<file path="src/rtl/conv_window_gen_if.sv">
// Pixel-in / window-out handshake bundle for conv_window_gen.
// master = upstream/downstream environment, slave = the window generator.
interface conv_window_gen_if #(
  parameter int unsigned DATA_WIDTH = 8
);
  logic                    start;
  logic [7:0]              channel_in;
  logic                    pix_valid;
  logic [DATA_WIDTH-1:0]   pix_data;
  logic                    pix_ready;
  logic                    win_valid;
  logic                    win_ready;
  logic [DATA_WIDTH*9-1:0] win_data;
  logic [7:0]              win_row;
  logic [7:0]              win_col;
  logic [7:0]              win_channel;
  logic                    frame_done;

  modport master (
    output start, channel_in, pix_valid, pix_data, win_ready,
    input  pix_ready, win_valid, win_data, win_row, win_col, win_channel, frame_done
  );

  modport slave (
    input  start, channel_in, pix_valid, pix_data, win_ready,
    output pix_ready, win_valid, win_data, win_row, win_col, win_channel, frame_done
  );
endinterface

</file>
<file path="src/rtl/conv_window_gen.sv">
// Streaming 3x3 sliding-window generator with two internal line buffers.
// Emits one packed window per valid (unpadded) neighbourhood of a raster-scanned frame.
module conv_window_gen #(
  parameter int unsigned DATA_WIDTH = 8,
  parameter int unsigned IMG_W      = 32,
  parameter int unsigned IMG_H      = 32
) (
  input logic              clk,
  input logic              rst,
  conv_window_gen_if.slave bus
);

  localparam int unsigned ColW    = (IMG_W > 1) ? $clog2(IMG_W) : 1;
  localparam logic [7:0]  LastCol = 8'(IMG_W - 1);
  localparam logic [7:0]  LastRow = 8'(IMG_H - 1);

  typedef enum logic [1:0] {StIdle, StRun, StFlush} state_e;

  state_e                state_q;
  logic [7:0]            row_q, col_q;
  logic [7:0]            win_row_q, win_col_q, channel_q;
  logic                  win_valid_q, frame_done_q;
  logic [DATA_WIDTH-1:0] win_q [9];
  logic [DATA_WIDTH-1:0] lb0_q [IMG_W];
  logic [DATA_WIDTH-1:0] lb1_q [IMG_W];

  logic                  pix_ready, accept, produce, last_pix;
  logic [ColW-1:0]       col_idx;
  logic [DATA_WIDTH-1:0] lb0_rd, lb1_rd;

  assign col_idx   = ColW'(col_q);
  assign lb0_rd    = lb0_q[col_idx];
  assign lb1_rd    = lb1_q[col_idx];
  assign pix_ready = (state_q == StRun) && (!win_valid_q || bus.win_ready);
  assign accept    = bus.pix_valid && pix_ready;
  assign produce   = (row_q >= 8'd2) && (col_q >= 8'd2);
  assign last_pix  = (row_q == LastRow) && (col_q == LastCol);

  // Line buffers are deliberately never reset: rows 0/1 of a frame are never emitted.
  always_ff @(posedge clk) begin
    if (accept) begin
      lb1_q[col_idx] <= lb0_rd;
      lb0_q[col_idx] <= bus.pix_data;
    end
  end

  always_ff @(posedge clk) begin
    if (rst) begin
      state_q      <= StIdle;
      row_q        <= 8'd0;
      col_q        <= 8'd0;
      win_row_q    <= 8'd0;
      win_col_q    <= 8'd0;
      channel_q    <= 8'd0;
      win_valid_q  <= 1'b0;
      frame_done_q <= 1'b0;
      for (int k = 0; k < 9; k++) begin
        win_q[k] <= '0;
      end
    end else begin
      frame_done_q <= 1'b0;
      unique case (state_q)
        StIdle: begin
          if (bus.start) begin
            state_q   <= StRun;
            row_q     <= 8'd0;
            col_q     <= 8'd0;
            channel_q <= bus.channel_in;
          end
        end
        StRun: begin
          if (accept) begin
            // Shift left; new right column is {lb1, lb0, incoming pixel} top to bottom.
            for (int r = 0; r < 3; r++) begin
              win_q[3*r]   <= win_q[3*r+1];
              win_q[3*r+1] <= win_q[3*r+2];
            end
            win_q[2] <= lb1_rd;
            win_q[5] <= lb0_rd;
            win_q[8] <= bus.pix_data;
            if (col_q == LastCol) begin
              col_q <= 8'd0;
              row_q <= row_q + 8'd1;
            end else begin
              col_q <= col_q + 8'd1;
            end
            if (last_pix) begin
              state_q <= StFlush;
            end
          end
          if (accept && produce) begin
            win_valid_q <= 1'b1;
            win_row_q   <= row_q - 8'd2;
            win_col_q   <= col_q - 8'd2;
          end else if (bus.win_ready) begin
            win_valid_q <= 1'b0;
          end
        end
        StFlush: begin
          if (win_valid_q && bus.win_ready) begin
            win_valid_q  <= 1'b0;
            frame_done_q <= 1'b1;
            state_q      <= StIdle;
          end
        end
        default: state_q <= StIdle;
      endcase
    end
  end

  assign bus.pix_ready   = pix_ready;
  assign bus.win_valid   = win_valid_q;
  assign bus.win_row     = win_row_q;
  assign bus.win_col     = win_col_q;
  assign bus.win_channel = channel_q;
  assign bus.frame_done  = frame_done_q;

  for (genvar k = 0; k < 9; k++) begin : g_pack
    assign bus.win_data[DATA_WIDTH*k +: DATA_WIDTH] = win_q[k];
  end

endmodule

</file>
<file path="src/flat_wrapper.sv">
// flat-port wrapper written by rule: the top's interface ports become plain ports
module conv_window_gen_flat 
#(
  parameter int unsigned DATA_WIDTH = 8,
  parameter int unsigned IMG_W      = 32,
  parameter int unsigned IMG_H      = 32
)
  (clk, rst, bus_start, bus_channel_in, bus_pix_valid, bus_pix_data, bus_win_ready, bus_pix_ready, bus_win_valid, bus_win_data, bus_win_row, bus_win_col, bus_win_channel, bus_frame_done);
  conv_window_gen_if #(.DATA_WIDTH(DATA_WIDTH)) bus_i ();
  input logic clk;
  input logic rst;
  input wire logic [$bits(bus_i.start)-1:0] bus_start;
  input wire logic [$bits(bus_i.channel_in)-1:0] bus_channel_in;
  input wire logic [$bits(bus_i.pix_valid)-1:0] bus_pix_valid;
  input wire logic [$bits(bus_i.pix_data)-1:0] bus_pix_data;
  input wire logic [$bits(bus_i.win_ready)-1:0] bus_win_ready;
  output wire logic [$bits(bus_i.pix_ready)-1:0] bus_pix_ready;
  output wire logic [$bits(bus_i.win_valid)-1:0] bus_win_valid;
  output wire logic [$bits(bus_i.win_data)-1:0] bus_win_data;
  output wire logic [$bits(bus_i.win_row)-1:0] bus_win_row;
  output wire logic [$bits(bus_i.win_col)-1:0] bus_win_col;
  output wire logic [$bits(bus_i.win_channel)-1:0] bus_win_channel;
  output wire logic [$bits(bus_i.frame_done)-1:0] bus_frame_done;
  assign bus_i.start = bus_start;
  assign bus_i.channel_in = bus_channel_in;
  assign bus_i.pix_valid = bus_pix_valid;
  assign bus_i.pix_data = bus_pix_data;
  assign bus_i.win_ready = bus_win_ready;
  assign bus_pix_ready = bus_i.pix_ready;
  assign bus_win_valid = bus_i.win_valid;
  assign bus_win_data = bus_i.win_data;
  assign bus_win_row = bus_i.win_row;
  assign bus_win_col = bus_i.win_col;
  assign bus_win_channel = bus_i.win_channel;
  assign bus_frame_done = bus_i.frame_done;
  conv_window_gen #(.DATA_WIDTH(DATA_WIDTH), .IMG_W(IMG_W), .IMG_H(IMG_H)) u_core (.clk(clk), .rst(rst), .bus(bus_i));
endmodule
</file>
<file path="config.mk">
export PLATFORM = sky130hd
export DESIGN_NAME = conv_window_gen_flat
export DESIGN_NICKNAME = d
export VERILOG_FILES = /design/src/rtl/conv_window_gen_if.sv /design/src/rtl/conv_window_gen.sv /design/src/flat_wrapper.sv
export SDC_FILE = /design/constraint.sdc
export NUM_CORES = 1
export LEC_CHECK = 0
export BUFFER_PORTS_ARGS = -buffer_cell sky130_fd_sc_hd__buf_2
export CORE_AREA = 8 8 259 261
export CTS_BUF_LIST = sky130_fd_sc_hd__clkbuf_16
export DETAILED_ROUTE_END_ITERATION = 6
export DIE_AREA = 0 0 267 269
export SLEW_MARGIN = 10
export SYNTH_ARGS = -nofsm -noshare
export SYNTH_HDL_FRONTEND = slang
export SYNTH_SLANG_ARGS = --single-unit
export TNS_END_PERCENT = 1
</file>
<file path="constraint.sdc">
create_clock -name clk -period 4.63 [get_ports clk]
set_input_delay 0.6945 -clock clk [delete_from_list [all_inputs] [get_ports clk]]
set_output_delay 0.6945 -clock clk [all_outputs]
set_load 0.02 [all_outputs]
</file>
* After elaboration in Yosys (flattened, before gate mapping)
Memory sizes are Yosys's and may differ from the RTL's. A register that Yosys moved wholly into a read port is not among the register bits.
Index checks and enable logic that the tools add are counted.
** Storage, ports and cells
- Bits in registers :: 44
- Memory bits (writable) :: 584
- Logic and storage cells :: 92
- Memories :: 3
** Memories
- u_core.lb0_q :: words 32, width 8, read ports 1, clocked after Yosys merged registers in 1, wr ports 1, RTL line conv_window_gen.sv:24 : logic [DATA_WIDTH-1:0] lb0_q [IMG_W];
- u_core.lb1_q :: words 32, width 8, read ports 1, clocked after Yosys merged registers in 1, wr ports 1, RTL line conv_window_gen.sv:25 : logic [DATA_WIDTH-1:0] lb1_q [IMG_W];
- u_core.win_q :: words 9, width 8, read ports 9, clocked after Yosys merged registers in 0, wr ports 9, RTL line conv_window_gen.sv:23 : logic [DATA_WIDTH-1:0] win_q [9];
** Cells by class
- $add $sub $neg :: 4
- Order comparisons :: 2
- Equal/unequal tests :: 10
- Muxes and demuxes :: 37
- Bitwise operators :: 10
- Reduce and logical (&&, ||, !) cells :: 18
** Operators with widths (number)
- 8-bit two-way mux :: 14
- 8-bit case mux with 2 select lines :: 2
- 5-bit two-way mux :: 4
- 8-bit by 1-bit adder with 8-bit output, second input constant :: 2
- 8-bit by 5-bit == test with 1-bit output, second input constant :: 2
- 8-bit by 2-bit >= comparator with 1-bit output, second input constant :: 2
- 8-bit by 2-bit subtractor with 8-bit output, second input constant :: 2
- 1-bit two-way mux :: 11
- 1-bit OR :: 9
- 2-bit two-way mux :: 4
- 4-bit AND reduction :: 2
- 1-bit logical AND :: 6
- 2-bit by 1-bit inequality test with 1-bit output, second input constant :: 3
- 2-bit case mux with 3 select lines :: 1
- 3-bit AND reduction :: 2
- 2-bit inequality test, second input constant :: 2
- 2-bit AND reduction :: 2
- 2-bit nonzero test :: 2
- 3-bit inequality test, second input constant :: 1
- 2-bit by 1-bit == test with 1-bit output, second input constant :: 1
- 2-bit == test, second input constant :: 1
- 2-bit logical NOT :: 1
- 1-bit case mux with 2 select lines :: 1
- 2-bit OR reduction :: 1
- other kinds (3) :: 3

* Depth between registers and ports, before layout
- Depth after elaboration :: 9
- Gate-level depth with buffers :: 9
- Mapped depth without buffers :: 6

* Worst setup path after synthesis
Ideal clock, no wire load.
- Path kind :: in2reg
- Start point :: input rst
- End point :: memory u_core.win_q[0][0] (enable)
- Library setup time :: 0.442 ns
- Arrival :: 2.777 ns
- Setup slack :: 1.411 ns
- Cell stages on the path :: 2
- Path buffers :: 1
- Path through :: buf_1 -> nand2b_1
** RTL lines
- start, declared :: RTL line flat_wrapper.sv:11 : input logic rst;
- end, declared :: RTL line conv_window_gen.sv:23

==> flow_summary.ini <==
[outcome]
outcome = finished clean

[power_and_ir_drop]
pwr-share-seq_pct = 52.4
internal_power_w = 0.009625
p_sw_share_pct = 21.23
p_sw_w = 0.002594
combPwrFrac_pct = 5.5
vdd_drop_max_mv = 0.2475
power_density_nw_per_um2 = 425.7
p_leak_nw = 9.364
clockPowerShare_pct = 42.1

[job]
maxCapViolCount = 0

[clocking]
root_buffer = clkbuf_16
clock_path_buffers = 3
htreeDepth = 3
tritoncts = done
clk_latency_ns = 0.60
post-cts-setup-buffers = 0
cts.repair.resized = 0
cts_hold_buf = 0
cts_num_sinks = 633
cts_buffers = 67
clk_pin_slew_ns = 0.06

[placed_design]
routabilityCongestion = 0.8266
post-place-cells = 2308
placed_area_um2 = 26590
place_hpwl_um = 35410
io_buffers = 119

[synthesis]
synth_area_leader_cell = edfxtp_1
syn_area_per_cell_um2 = 18.30
synth_area_um2 = 24890
synth.area.top_cells = edfxtp_1 (70%), mux2i_1 (5.8%), mux4_2 (5.7%)
async_reset_ff_share_pct = 0
synthFlopType = edfxtp_1
synth_fp_nets = 1391
yosysUniqueCellTypes = 52
synth_cells = 1360
synth_top_area_share_pct = 70.46
yosysSeqAreaShare_pct = 74.40
synth_edf_count = 584
synth-seq-cells = 633
yosysWarnings = 0

[die]
core_um2 = 62740
die-area_um2 = 71820
rows = 92
io_pins = 120
die_h_um = 269
die_x_um = 267
initial_core_util_pct = 39.67

[sta]
max_freq_ghz = 0.3254
hold_violations = 0
rsz0062_at_grt = no
clock-skew-final_ns = 0.02472
fin_hold_ws_ns = 0.3480
fin_tns_setup_ns = 0
fin_crit_ns = 3.073
maxSlewViolCount = 0
setup_violations = 0
relSlewSlack_pct = 21.00
period_share_pct = 66.38
worst_slew_pin_slew_ns = 1.181

[finish]
final_area_um2 = 28710
layout-drive-gt1-share_pct = 24.64
synthToLayoutAreaGrowth_pct = 15.33
finish.utilization_pct = 45.76
fin_nets = 1562
layout.cells.non_filler = 2425
num_antenna_cells = 0

[routing]
viasPerCell = 5.267
drt_iter0_markers = 1046
dr.pass1.iters = 5
routedWlPerCell_um = 24.31
vias = 12770
wl_um = 58960
antenna_left = 0
drc = 0

[grt]
grt_pass1_wl_um = 86890
met1_usage_pct = 20.77
antenna_found_initial = 0
track_usage_pct = 16.31
gr-usage-met3_pct = 3.647
grt_pass1_vias = 13080
grt_max_degree = 60
grt-busiest-layer = met2
overflow = 0
grtUsageMet2_pct = 27.76

[critical_path]
path_class = register to register
cp-end-kind = register
worstPathArrival_ns = 3.52
crit_required_ns = 5.08
cp_max_fo = 52
start_kind = register

[hold_path]
hold_class = input pin to register
hp-start = bus_channel_in[2]
routing by layer:
layer	part of all wire, %	wire (um)	vias up
li1	-	-	5730
met1	41	24190	6546
met2	50	29240	412
met3	6.7	3940	85
met4	2.7	1585	0
met5	0	0	-
synthesized netlist by cell type, drive strengths merged (4+ instances only):
master and n:
dfxtp 49, mux2 20, a211oi 13, nand2 18, nand3 9, xnor2 16, nand2b 5, mux2i 145
a31oi 7, ha 10, mux4 64, or3 4, inv 8, a21oi 39, a22oi 68, nor2 81
a221oi 4, o221ai 8, nor3 13, clkbuf 29, and2 67, buf 50, edfxtp 584, nor4 14
nor2b 9
per-stage QoR:
step	setup slack (ns)	total power, W
2_1_floorplan	1.411	0.006938
3_3_place_gp	1.561	0.007197
3_5_place_dp	1.544	0.007209
4_1_cts	1.561	0.01234
5_1_grt	1.438	0.01259
6_report	1.557	0.01222
power by group through the flow:
stage / logic, W / clock network, W / registers (W)
after floorplan: 0.000367 / 0 / 0.00657
after CTS: 0.000687 / 0.00525 / 0.00640
final: 0.000676 / 0.00514 / 0.00640
after global routing: 0.000725 / 0.00546 / 0.00641
after detailed placement: 0.000686 / 0 / 0.00652
after global placement: 0.000675 / 0 / 0.00652
critical path, cell delays in order (launching register included):
cell and delay, ns:
dfxtp_4 0.81, buf_12 0.42, mux2i_1 0.13, a22oi_1 0.38, a21oi_1 0.19, nor4_4 0.38, buf_4 0.38, and2_1 0.18
final cells by class:
| cell class | instances | area [um^2] |
|---|---|---|
| timing repair buffer | 181 | 1099 |
| clock inverter | 46 | 339.1 |
| sequential | 633 | 18520 |
| multi-input combinational | 640 | 5878 |
| tap | 846 | 1059 |
| clock buffer | 71 | 1777 |
| inverter | 8 | 30.03 |
| fill | 5315 | 34030 |
logic make-up after synthesis:
group / synth area share (%)
buffers and inverters: 2.388
AND/OR/NAND/NOR: 5.188
multiplexers: 12.54
AO/OA/AOI/OAI: 4.313
adder cells (fa/ha/maj): 0.5027
flip-flops: 74.40
XOR/XNOR: 0.6686
worst paths after layout:
kind                          endpoint  cells after the start  slack [ns]
max                 u_core.win_q[5][0]                      7        1.56
min          u_core.bus.win_channel[2]                      3        0.35
max reg2reg         u_core.win_q[5][0]                      7        1.56
min reg2reg  u_core.bus.win_channel[1]                      2        0.49
flip-flops by register name, indices dropped and copies added, names as in the netlist, named ones only:
signal / count
u_core.lb0_q: 256
u_core.lb1_q: 256
u_core.win_q: 72
u_core.bus.win_channel: 8
u_core.bus.win_col: 8
u_core.bus.win_row: 8
u_core.col_q: 8
u_core.row_q: 8
u_core.state_q: 2
u_core.bus.frame_done: 1
u_core.bus.win_valid: 1
cell usage in the layout, fill, tap and decap left out, drive strengths merged, types with 4 or more instances in the layout:
| cell type | count |
|---|---|
| a221oi | 4 |
| clkinv | 18 |
| mux4 | 64 |
| nor4 | 14 |
| nand2 | 18 |
| mux2 | 20 |
| bufinv | 5 |
| o221ai | 8 |
| clkbuf | 71 |
| inv | 29 |
| nand2b | 5 |
| nor2 | 81 |
| xnor2 | 16 |
| or3 | 4 |
| ha | 10 |
| nor3 | 13 |
| nor2b | 9 |
| a22oi | 68 |
| a211oi | 13 |
| buf | 181 |
| and2 | 67 |
| nand3 | 9 |
| a21oi | 39 |
| dfxtp | 49 |
| a31oi | 7 |
| edfxtp | 584 |
| mux2i | 145 |
Power figures use the tool's default switching activity.
